===== src/rtl/octave_avg_pkg.sv =====
// Shared types and helpers for the octave band averager.
package octave_avg_pkg;

  typedef enum logic [1:0] {
    S_IDLE  = 2'd0,
    S_ACCUM = 2'd1,
    S_SKIP  = 2'd2
  } state_t;

  localparam logic MODE_AVG  = 1'b0;
  localparam logic MODE_PEAK = 1'b1;

  function automatic int unsigned band_last(input int unsigned b);
    return (32'd1 << (b + 1)) - 32'd1;
  endfunction

  function automatic int acc_w(input int data_w, input int n_bands);
    return data_w + n_bands - 1;
  endfunction

endpackage


===== src/rtl/band_reduce.sv =====
// Per-sample band reduction: next accumulator (sum or max) and the band result
// that would be produced if this sample closes the band.
module band_reduce import octave_avg_pkg::*; #(
  parameter int DATA_W  = 32,
  parameter int N_BANDS = 8,
  parameter int BAND_W  = 3,
  parameter int ACC_W   = acc_w(DATA_W, N_BANDS)
) (
  input  logic [ACC_W-1:0]  acc,
  input  logic [DATA_W-1:0] mag,
  input  logic              restart,
  input  logic              mode,
  input  logic [BAND_W-1:0] band,
  output logic [ACC_W-1:0]  acc_next,
  output logic [DATA_W-1:0] result
);

  // Band b holds 2^b bins, so the sum is divided by a shift of b with half-up rounding.
  function automatic logic [DATA_W-1:0] round_sat(input logic [ACC_W-1:0] sum,
                                                  input logic [BAND_W-1:0] sh);
    logic [ACC_W:0] rnd;
    logic [ACC_W:0] total;
    rnd = '0;
    if (sh != '0) rnd = (ACC_W+1)'(1) << (sh - BAND_W'(1));
    total = ({1'b0, sum} + rnd) >> sh;
    if (total > (ACC_W+1)'({DATA_W{1'b1}})) return '1;
    return total[DATA_W-1:0];
  endfunction

  logic [ACC_W-1:0] mag_ext;

  assign mag_ext = ACC_W'(mag);

  always_comb begin
    acc_next = acc + mag_ext;
    if (restart) begin
      acc_next = mag_ext;
    end else if (mode == MODE_PEAK) begin
      acc_next = (mag_ext > acc) ? mag_ext : acc;
    end
  end

  assign result = (mode == MODE_PEAK) ? acc_next[DATA_W-1:0] : round_sat(acc_next, band);

endmodule


===== src/rtl/octave_band_averager.sv =====
// Reduces one frame of streamed FFT magnitudes into octave bands (average or peak)
// with sequence checking and atomically published, double-buffered results.
module octave_band_averager import octave_avg_pkg::*; #(
  parameter  int DATA_W   = 32,
  parameter  int N_POINTS = 512,
  localparam int IDX_W    = $clog2(N_POINTS),
  localparam int N_BANDS  = IDX_W - 1
) (
  input  logic                      clk,
  input  logic                      rst,
  input  logic                      in_valid,
  input  logic [IDX_W-1:0]          in_index,
  input  logic [DATA_W-1:0]         in_mag,
  input  logic                      mode,
  output logic [N_BANDS*DATA_W-1:0] band_data,
  output logic                      out_valid,
  output logic                      frame_done,
  output logic                      seq_err
);

  localparam int               BAND_W    = $clog2(N_BANDS);
  localparam int               ACC_W     = acc_w(DATA_W, N_BANDS);
  localparam logic [IDX_W-1:0] HALF_LAST = IDX_W'(band_last(N_BANDS - 1));

  state_t              state;
  logic                mode_r;
  logic [IDX_W-1:0]    exp_idx;
  logic [ACC_W-1:0]    acc;
  logic [ACC_W-1:0]    acc_next;
  logic [DATA_W-1:0]   res;
  logic [DATA_W-1:0]   stage [N_BANDS];
  logic [BAND_W-1:0]   band;
  logic                restart;
  logic                closing;
  logic                in_seq;

  // Band number is the position of the highest set bit of the bin index.
  always_comb begin
    band = '0;
    for (int i = 0; i < N_BANDS; i++) begin
      if (in_index[i]) band = BAND_W'(i);
    end
  end

  assign restart = (in_index & (in_index - IDX_W'(1))) == '0;
  assign closing = (in_index & (in_index + IDX_W'(1))) == '0;
  assign in_seq  = in_valid && (state == S_ACCUM) && (in_index == exp_idx);

  band_reduce #(
    .DATA_W (DATA_W),
    .N_BANDS(N_BANDS),
    .BAND_W (BAND_W),
    .ACC_W  (ACC_W)
  ) u_reduce (
    .acc     (acc),
    .mag     (in_mag),
    .restart (restart),
    .mode    (mode_r),
    .band    (band),
    .acc_next(acc_next),
    .result  (res)
  );

  always_ff @(posedge clk) begin
    if (in_seq) begin
      acc <= acc_next;
      if (closing) stage[band] <= res;
    end
  end

  always_ff @(posedge clk or posedge rst) begin
    if (rst) begin
      state      <= S_IDLE;
      mode_r     <= MODE_AVG;
      exp_idx    <= '0;
      band_data  <= '0;
      out_valid  <= 1'b0;
      frame_done <= 1'b0;
      seq_err    <= 1'b0;
    end else begin
      frame_done <= 1'b0;
      seq_err    <= 1'b0;
      if (in_valid) begin
        case (state)
          S_IDLE, S_SKIP: begin
            if (in_index == '0) begin
              state   <= S_ACCUM;
              mode_r  <= mode;
              exp_idx <= IDX_W'(1);
            end
          end
          S_ACCUM: begin
            if (in_index == exp_idx) begin
              exp_idx <= exp_idx + IDX_W'(1);
              if (in_index == HALF_LAST) begin
                // The last band's result is still in flight, so take it directly.
                state      <= S_SKIP;
                frame_done <= 1'b1;
                out_valid  <= 1'b1;
                for (int b = 0; b < N_BANDS; b++) begin
                  band_data[b*DATA_W +: DATA_W] <= (b == N_BANDS - 1) ? res : stage[b];
                end
              end
            end else begin
              seq_err <= 1'b1;
              if (in_index == '0) begin
                mode_r  <= mode;
                exp_idx <= IDX_W'(1);
              end else begin
                state <= S_IDLE;
              end
            end
          end
          default: state <= S_IDLE;
        endcase
      end
    end
  end

endmodule


===== config.mk =====
export PLATFORM = sky130hd
export DESIGN_NAME = octave_band_averager
export DESIGN_NICKNAME = d
export VERILOG_FILES = /design/src/rtl/octave_avg_pkg.sv /design/src/rtl/band_reduce.sv /design/src/rtl/octave_band_averager.sv
export SDC_FILE = /design/constraint.sdc
export NUM_CORES = 1
export LEC_CHECK = 0
export CELL_PAD_IN_SITES_DETAIL_PLACEMENT = 1
export CELL_PAD_IN_SITES_GLOBAL_PLACEMENT = 1
export CORE_MARGIN = 4
export CORE_UTILIZATION = 44
export DETAILED_ROUTE_END_ITERATION = 6
export PLACE_DENSITY_LB_ADDON = 0.1
export SETUP_SLACK_MARGIN = 0.05
export SLEW_MARGIN = 0
export SYNTH_ARGS = -nofsm -noshare
export SYNTH_HDL_FRONTEND = slang
export SYNTH_SLANG_ARGS = --single-unit

===== constraint.sdc =====
create_clock -name clk -period 13.7 [get_ports clk]
set_input_delay 3.425 -clock clk [delete_from_list [all_inputs] [get_ports clk]]
set_output_delay 3.425 -clock clk [all_outputs]
set_load 0.01 [all_outputs]

Yosys cells after proc, flatten, opt, wreduce, memory -nomap -nowiden. Memory sizes are Yosys's and may differ from the RTL's. A register that Yosys moved wholly into a read port is not among the register bits. Cells that the tools add are included.

Bits in registers: 310. Bits in latches: 0. Memory bits (writable): 256. ROM bits: 0. Input bits: 45. Output and inout port bits: 259. Word-level logic and storage cells: 78. Memories: 1.

Memory list: stage (depth 8, bits a word 32, read ports 7, clocked after memory_dff 7, wr ports 1, RTL line octave_band_averager.sv:31) `logic [DATA_W-1:0] stage [N_BANDS];`.

$add $sub $neg: 6. Multipliers: 0. Divide/modulo/power cells: 0. $lt $le $gt $ge: 2. Equality and inequality tests: 8. Shift operators: 2. Mux-type cells: 36. Bitwise logic cells: 2. Reduce and logical (&&, ||, !) cells: 13.

Operators by type and width (number): $mux W39 (3); $mux W32 (3); $add A39 B40 Y40 (1); $gt A40 B32 Y1 const B (1); $mux W40 (1); $shl A1 B3 Y40 const A (1); $shr A40 B3 Y40 (1); $add A39 B32 Y39 (1); $gt A32 B39 Y1 (1); $logic_not A9 Y1 (3); $add A9 B1 Y9 const B (2); $and A9 B9 Y9 (2); $mux W3 (6); $mux W9 (2); $pmux W9 S2 (1); $mux W1 (14); $eq A9 B8 Y1 const B (1); $eq A9 B9 Y1 (1); $sub A9 B1 Y9 const B (1); $mux W2 (4); $reduce_and A4 Y1 (2); $ne A2 B2 Y1 const B (2); $pmux W2 S2 (1); $ne A3 B2 Y1 const B (1); 12 further kinds (13).

Depth between registers and ports, before layout.
Word-level depth: 16. Depth in mapped cells: 34. Depth with buffers taken out: 29.

Hierarchy. From an unflattened synthesis, not the netlist that was laid out.

Cells, all modules: 2025. Area total of the unflattened synthesis: 25908.6 um2.

By module, submodules not included: octave_band_averager (times used 1, cells an instance 954, area each 18750.5 um2); band_reduce (times used 1, cells an instance 1071, area each 7158.1 um2).

Worst setup path before layout. Ideal clock, no wire load.

Path type: input to register. Start: in in_index[7]. End: mem stage[1][0] (enable). Library setup time: 502 ps. Arrival: 9302 ps. Required time: 13198 ps. Slack: 3895 ps. Stages: 9. Path buffers: 1. Cells stage by stage: clkbuf_1 xor2_1 nor4_1 nand4_1 nor3b_1 nand2_1 inv_1 nand4_1 nor4_1.

Elaborated cells between the ends (all ways): 9. Classes of those cells: add/sub (1); eq/ne (1); mux (4); bitwise (1); reduce/logical (2).

RTL lines: start: declaration (RTL line octave_band_averager.sv:12) `input logic [IDX_W-1:0] in_index,`; $eq A9 B9 Y1 (RTL line octave_band_averager.sv:47) `assign in_seq = in_valid && (state == S_ACCUM) && (in_index == exp_idx);`; $logic_and A1 B1 Y1 (RTL line octave_band_averager.sv:47); via in_seq (RTL line octave_band_averager.sv:35) `logic in_seq;`; $mux W1 (RTL line octave_band_averager.sv:65) `if (in_seq) begin`; $mux W1 (not written as such) (RTL line octave_band_averager.sv:67) `if (closing) stage[band] <= res;`; end: declaration (RTL line octave_band_averager.sv:31).

The timed path passes the listed nets, and every way through them passes these cells.

Worst setup path after layout.
Start: in in_mag[17]. End: mem stage[4][30] (data pin).

Word-level cells in the longest chain between the ends: 10. Elaborated cells between the ends (all ways): 11. Classes of those cells: add/sub (2); order compare (2); shift (1); mux (6).

Ends and longest elaborated chain: start: declaration (RTL line octave_band_averager.sv:13) `input logic [DATA_W-1:0] in_mag,`; $gt A32 B39 Y1 (*) (RTL line band_reduce.sv:39) `acc_next = (mag_ext > acc) ? mag_ext : acc;`; $mux W39 (*) (RTL line band_reduce.sv:39); $mux W39 (*) (RTL line band_reduce.sv:38) `end else if (mode == MODE_PEAK) begin`; $mux W39 (*) (RTL line band_reduce.sv:36) `if (restart) begin`; via acc_next[2] (RTL line octave_band_averager.sv:29) `logic [ACC_W-1:0] acc_next;`; $add A39 B40 Y40 (*) (RTL line band_reduce.sv:25) `total = ({1'b0, sum} + rnd) >> sh;`; $shr A40 B3 Y40 (*) (RTL line band_reduce.sv:25); $gt A40 B32 Y1 (RTL line band_reduce.sv:26) `if (total > (ACC_W+1)'({DATA_W{1'b1}})) return '1;`; $mux W1 (RTL line band_reduce.sv:26); $mux W32 (*) (RTL line band_reduce.sv:27) `return total[DATA_W-1:0];`; $mux W32 (*) (RTL line band_reduce.sv:43) `assign result = (mode == MODE_PEAK) ? acc_next[DATA_W-1:0] : round_sat(acc_next, band);`; via res[30] (RTL line octave_band_averager.sv:30) `logic [DATA_W-1:0] res;`.

The timed path passes the listed nets; every way through them passes the cells marked *.

==> key figures <==
Worst hold path
  – Min-delay src: stage[1][8]$_DFFE_PP_
  – Hold/Removal Path Class: reg -> reg

Clocking
  – Htree depth: 2
  – Clock latency on the worst-skew pair: about 0.62 ns
  – Max Buffers Root-to-Sink: 3
  – CTS Buf Count: 55
  – Clock sink total: between 500 and 600
  – Setup Fix Bufs, Post-CTS: 0
  – CTS root buf: clkbuf_16
  – PostCTS Resize Cnt: 0
  – Clock slew at reported path FFs: approximately 0.06 ns
  – Hold-fix buffers at CTS: 0
  – CTS tree: done

Synth
  – Mean post-synth cell area: roughly 10 um^2
  – Post-synthesis async set-or-reset flop share: between 50 and 60%
  – Largest family of logic cells by synthesized area: simple AND/OR/NAND/NOR gates
  – XOR/XNOR Fraction of Synth Area: between 2 and 2.5%
  – Complex-gate fraction of the synthesized area: 13.0%
  – Number of synthesized flops with an enable pin: ~260
  – Mapped Nets: 2677
  – #FFs+latches synth: about 530
  – Post-synthesis simple-gate area fraction: around a fifth
  – Dominant synthesized flop cell: dfrtp_1
  – Cell Area, Synth: 0.0259 mm^2
  – Synth warn: 0
  – Seq/Total Area, Yosys: a little under three fifths
  – Post-synthesis adder-cell area fraction: between 3 and 4%
  – Share of the synthesized area in the top cell type: a little under a third
  – Cell accounting for the most synthesized area: edfxtp_1
  – Netlist cell types: 103
  – Ranking of synthesized cells by area: edfxtp_1 31%, dfrtp_1 26%, nand2_1 11%
  – Mux cell area share after synthesis: 2.10%
  – Cells after Synth: ~2600

Drt
  – Detail Route Antenna Nets: 0
  – Vias: about 21000
  – Pre-antenna DRT Iters: 5
  – Drt initial violations: 1744
  – DRC: 0
  – Vias per inst: 5.84
  – Wire per inst: approximately 26 um
  – Final wirelength: about 95000 um

Power and ir drop
  – Cell Pwr Density: ~110 mW/mm^2
  – Tot Pwr: approximately 3500 uW
  – LEAKAGE: 0.0135 uW
  – IR Drop Worst-Case VDD: 83.5 uV

Global routing
  – Busiest grt layer: met2
  – Initial antenna violation count: 0
  – Total gr overflow: 0
  – GRT Total Usage: 29.6%
  – First-pass GRT wire length: around 140000 um
  – Met1 Resource Use GR: between 40% and 50%
  – M3 GR Usage: between 4 and 5%
  – Largest net degree at the start of global routing: 198
  – Vias in the first global route: between 20000 and 25000
  – GR Util met2: 49.5%

Timing
  – Final min period: ~12 ns
  – Post-route clock period utilization: 89.7%
  – Final setup vio count: 0
  – Final Hold Viols: 0
  – RSZ-0062 raised after global routing: no
  – Setup WS post-layout: 1.41 ns
  – Least-Margin Pin Slew: about 1.2 ns
  – Slew margin rel.: ~18%
  – Hold slack: between 0.4 and 0.5 ns
  – Clock skew: between 0.015 and 0.02 ns
  – Highest Clock Rate: approximately 80 MHz
  – Final TNS setup: 0 ns
  – Fin. max-slew vios: 0

Die
  – Rows: about 90
  – # IOs: approximately 300
  – Die X-Extent: around 250 um
  – Die H: roughly 250 um
  – Initial Util: ~45%
  – Core Area: slightly below 0.06 mm^2
  – Die Footprint: ~0.063 mm^2

Placement
  – Gpl congestion: around 0.94
  – Cell Area, Placed: a little under 0.03 mm^2
  – Number of port buffers: 303
  – DP HPWL: approximately 68000 um
  – Pre-CTS setup slack: roughly 1.0 ns

Worst setup path
  – Crit path launch type: input port
  – Flop2flop setup slack: around 4.3 ns
  – RR Startpoint: acc[17]$_DFFE_PP_
  – WP data required: ~14 ns
  – Crit path capture type: register
  – Critical path class: in -> reg
  – CP Capture Point: stage[4][30]$_DFFE_PP_
  – Setup crit start: in_mag[17]
  – Crit Path Max Fanout: 20
  – Reg2Reg Depth: 28
  – Critical path arrival: approximately 13 ns
  – Worst R2R End: stage[4][30]$_DFFE_PP_

Cells and area
  – Area of the multi-input gates: slightly above 0.01 mm^2
  – Final instance area: roughly 0.032 mm^2
  – Fraction of layout cells with a size suffix above 1: under 10%
  – FF+latch area: around 0.015 mm^2
  – Fillers: 6317
  – Layout Nets: between 2000 and 3000
  – Layout Area Growth over Synthesis: 21.9%

Run
  – Max-Cap Viols: 0

Run status
  – Status: finished clean
## registers in the layout, indices dropped and copies added, names as in the netlist
signal and flops:
acc 39, stage 224, exp_idx 9, state 2, band_data 256, frame_done 1, mode_r 1, seq_err 1
out_valid 1
## stage by stage
step           std cells  util (%)
5_1_grt             3640      54.5
3_5_place_dp        3536      51.3
2_1_floorplan       2557         -
6_report            3641      54.5
3_3_place_gp        3536      51.3
4_1_cts             3640      54.5
## cells in the mapped netlist, types with 9 or more instances
library cell and n:
edfxtp_1 263, a21o_1 14, xor2_1 19, ha_1 73
mux2_2 19, o21ai_0 63, o21a_1 13, xnor2_1 37
buf_1 10, nand2b_1 12, nor2_1 134, o22ai_1 27
a21oi_1 106, nor4_1 20, nand3_1 29, buf_2 14
o31a_1 10, nor2b_1 16, dfrtp_1 271, o211ai_1 17
nand2_1 791, nor3_1 57, clkbuf_1 97, inv_1 99
or2_2 12, a31oi_1 31, o31ai_1 12, mux2i_1 33
nand4_1 20, a211oi_1 21, and3_1 9, a2bb2oi_1 9
## critical path, stage by stage
cell,delay [ns]
clkdlybuf4s50_1,0.56
ha_1,0.52
nand4_1,0.31
nor4_1,0.40
nand4_1,0.19
a21oi_1,0.34
or3_1,0.37
nand2_1,0.31
nand2_1,0.49
o22ai_1,0.17
a21oi_1,0.30
ha_1,0.23
nor2b_1,0.15
o21ai_0,0.08
nand2b_1,0.11
a21o_1,0.12
nand2_1,0.07
a21oi_1,0.21
nand4_1,0.23
nor2_1,0.56
nand3_1,0.73
o31ai_1,0.51
nor3b_2,0.30
o21bai_2,0.13
a22oi_4,0.12
buf_4,0.31
and2_1,0.77
a21oi_1,0.46
## placed cells by master (no fill, tap or decap), types with 33 or more instances in the layout
master / count
clkbuf_16: 56
a21oi_1: 105
nor2_1: 131
edfxtp_1: 263
mux2i_1: 33
dfrtp_1: 270
xnor2_1: 37
nor3_1: 54
o21ai_0: 63
inv_1: 97
nand2_1: 791
buf_4: 35
clkdlybuf4s50_1: 303
ha_1: 73
## per-layer routing
metal | wire length (um) | up-vias
li1 | - | 9512
met1 | 40700 | 11000
met2 | 46000 | 632
met3 | 5620 | 131
met4 | 2200 | 0
met5 | 0 | -
## cell type report
class,count,area share (%)
flip-flops and latches,534,46.5
multi-input cells,1796,32.8
repair buffers,341,10.6
clock buffers,70,4.74
well taps,765,3.03
inverters,100,1.24
clock inverters,34,1.02
diodes,1,0.00793
## worst min path at each step
stage                                       endpoint  depth (start not counted)  slack (ns)
after floorplan             band_data[0]$_DFFE_PP0P_                          2        0.41
after global placement    band_data[193]$_DFFE_PP0P_                          2        0.42
after detailed placement  band_data[129]$_DFFE_PP0P_                          2        0.42
after CTS                 band_data[163]$_DFFE_PP0P_                          2        0.44
after global routing      band_data[186]$_DFFE_PP0P_                          2        0.45
final                      band_data[40]$_DFFE_PP0P_                          2        0.44
## where the power goes
| part | switching, uW | internal (uW) |
|---|---|---|
| clock network | 664 | 854 |
| registers | 4.10 | 1690 |
| logic | 187 | 78.3 |
| total | 855 | 2620 |
## kinds of logic (layout without fill, tap and decap cells)
logic type | Yosys count | count (layout)
and+or+nand+nor | 1147 | 1147
DFF | 534 | 534
AOI/OAI and AO/OA | 464 | 464
buffers and inverters | 227 | 545
adders and majority gates | 75 | 75
xor gates and xnor gates | 57 | 57
muxes | 52 | 52
other | 1 | 2
No activity file was read; power rests on OpenSTA's default activity.
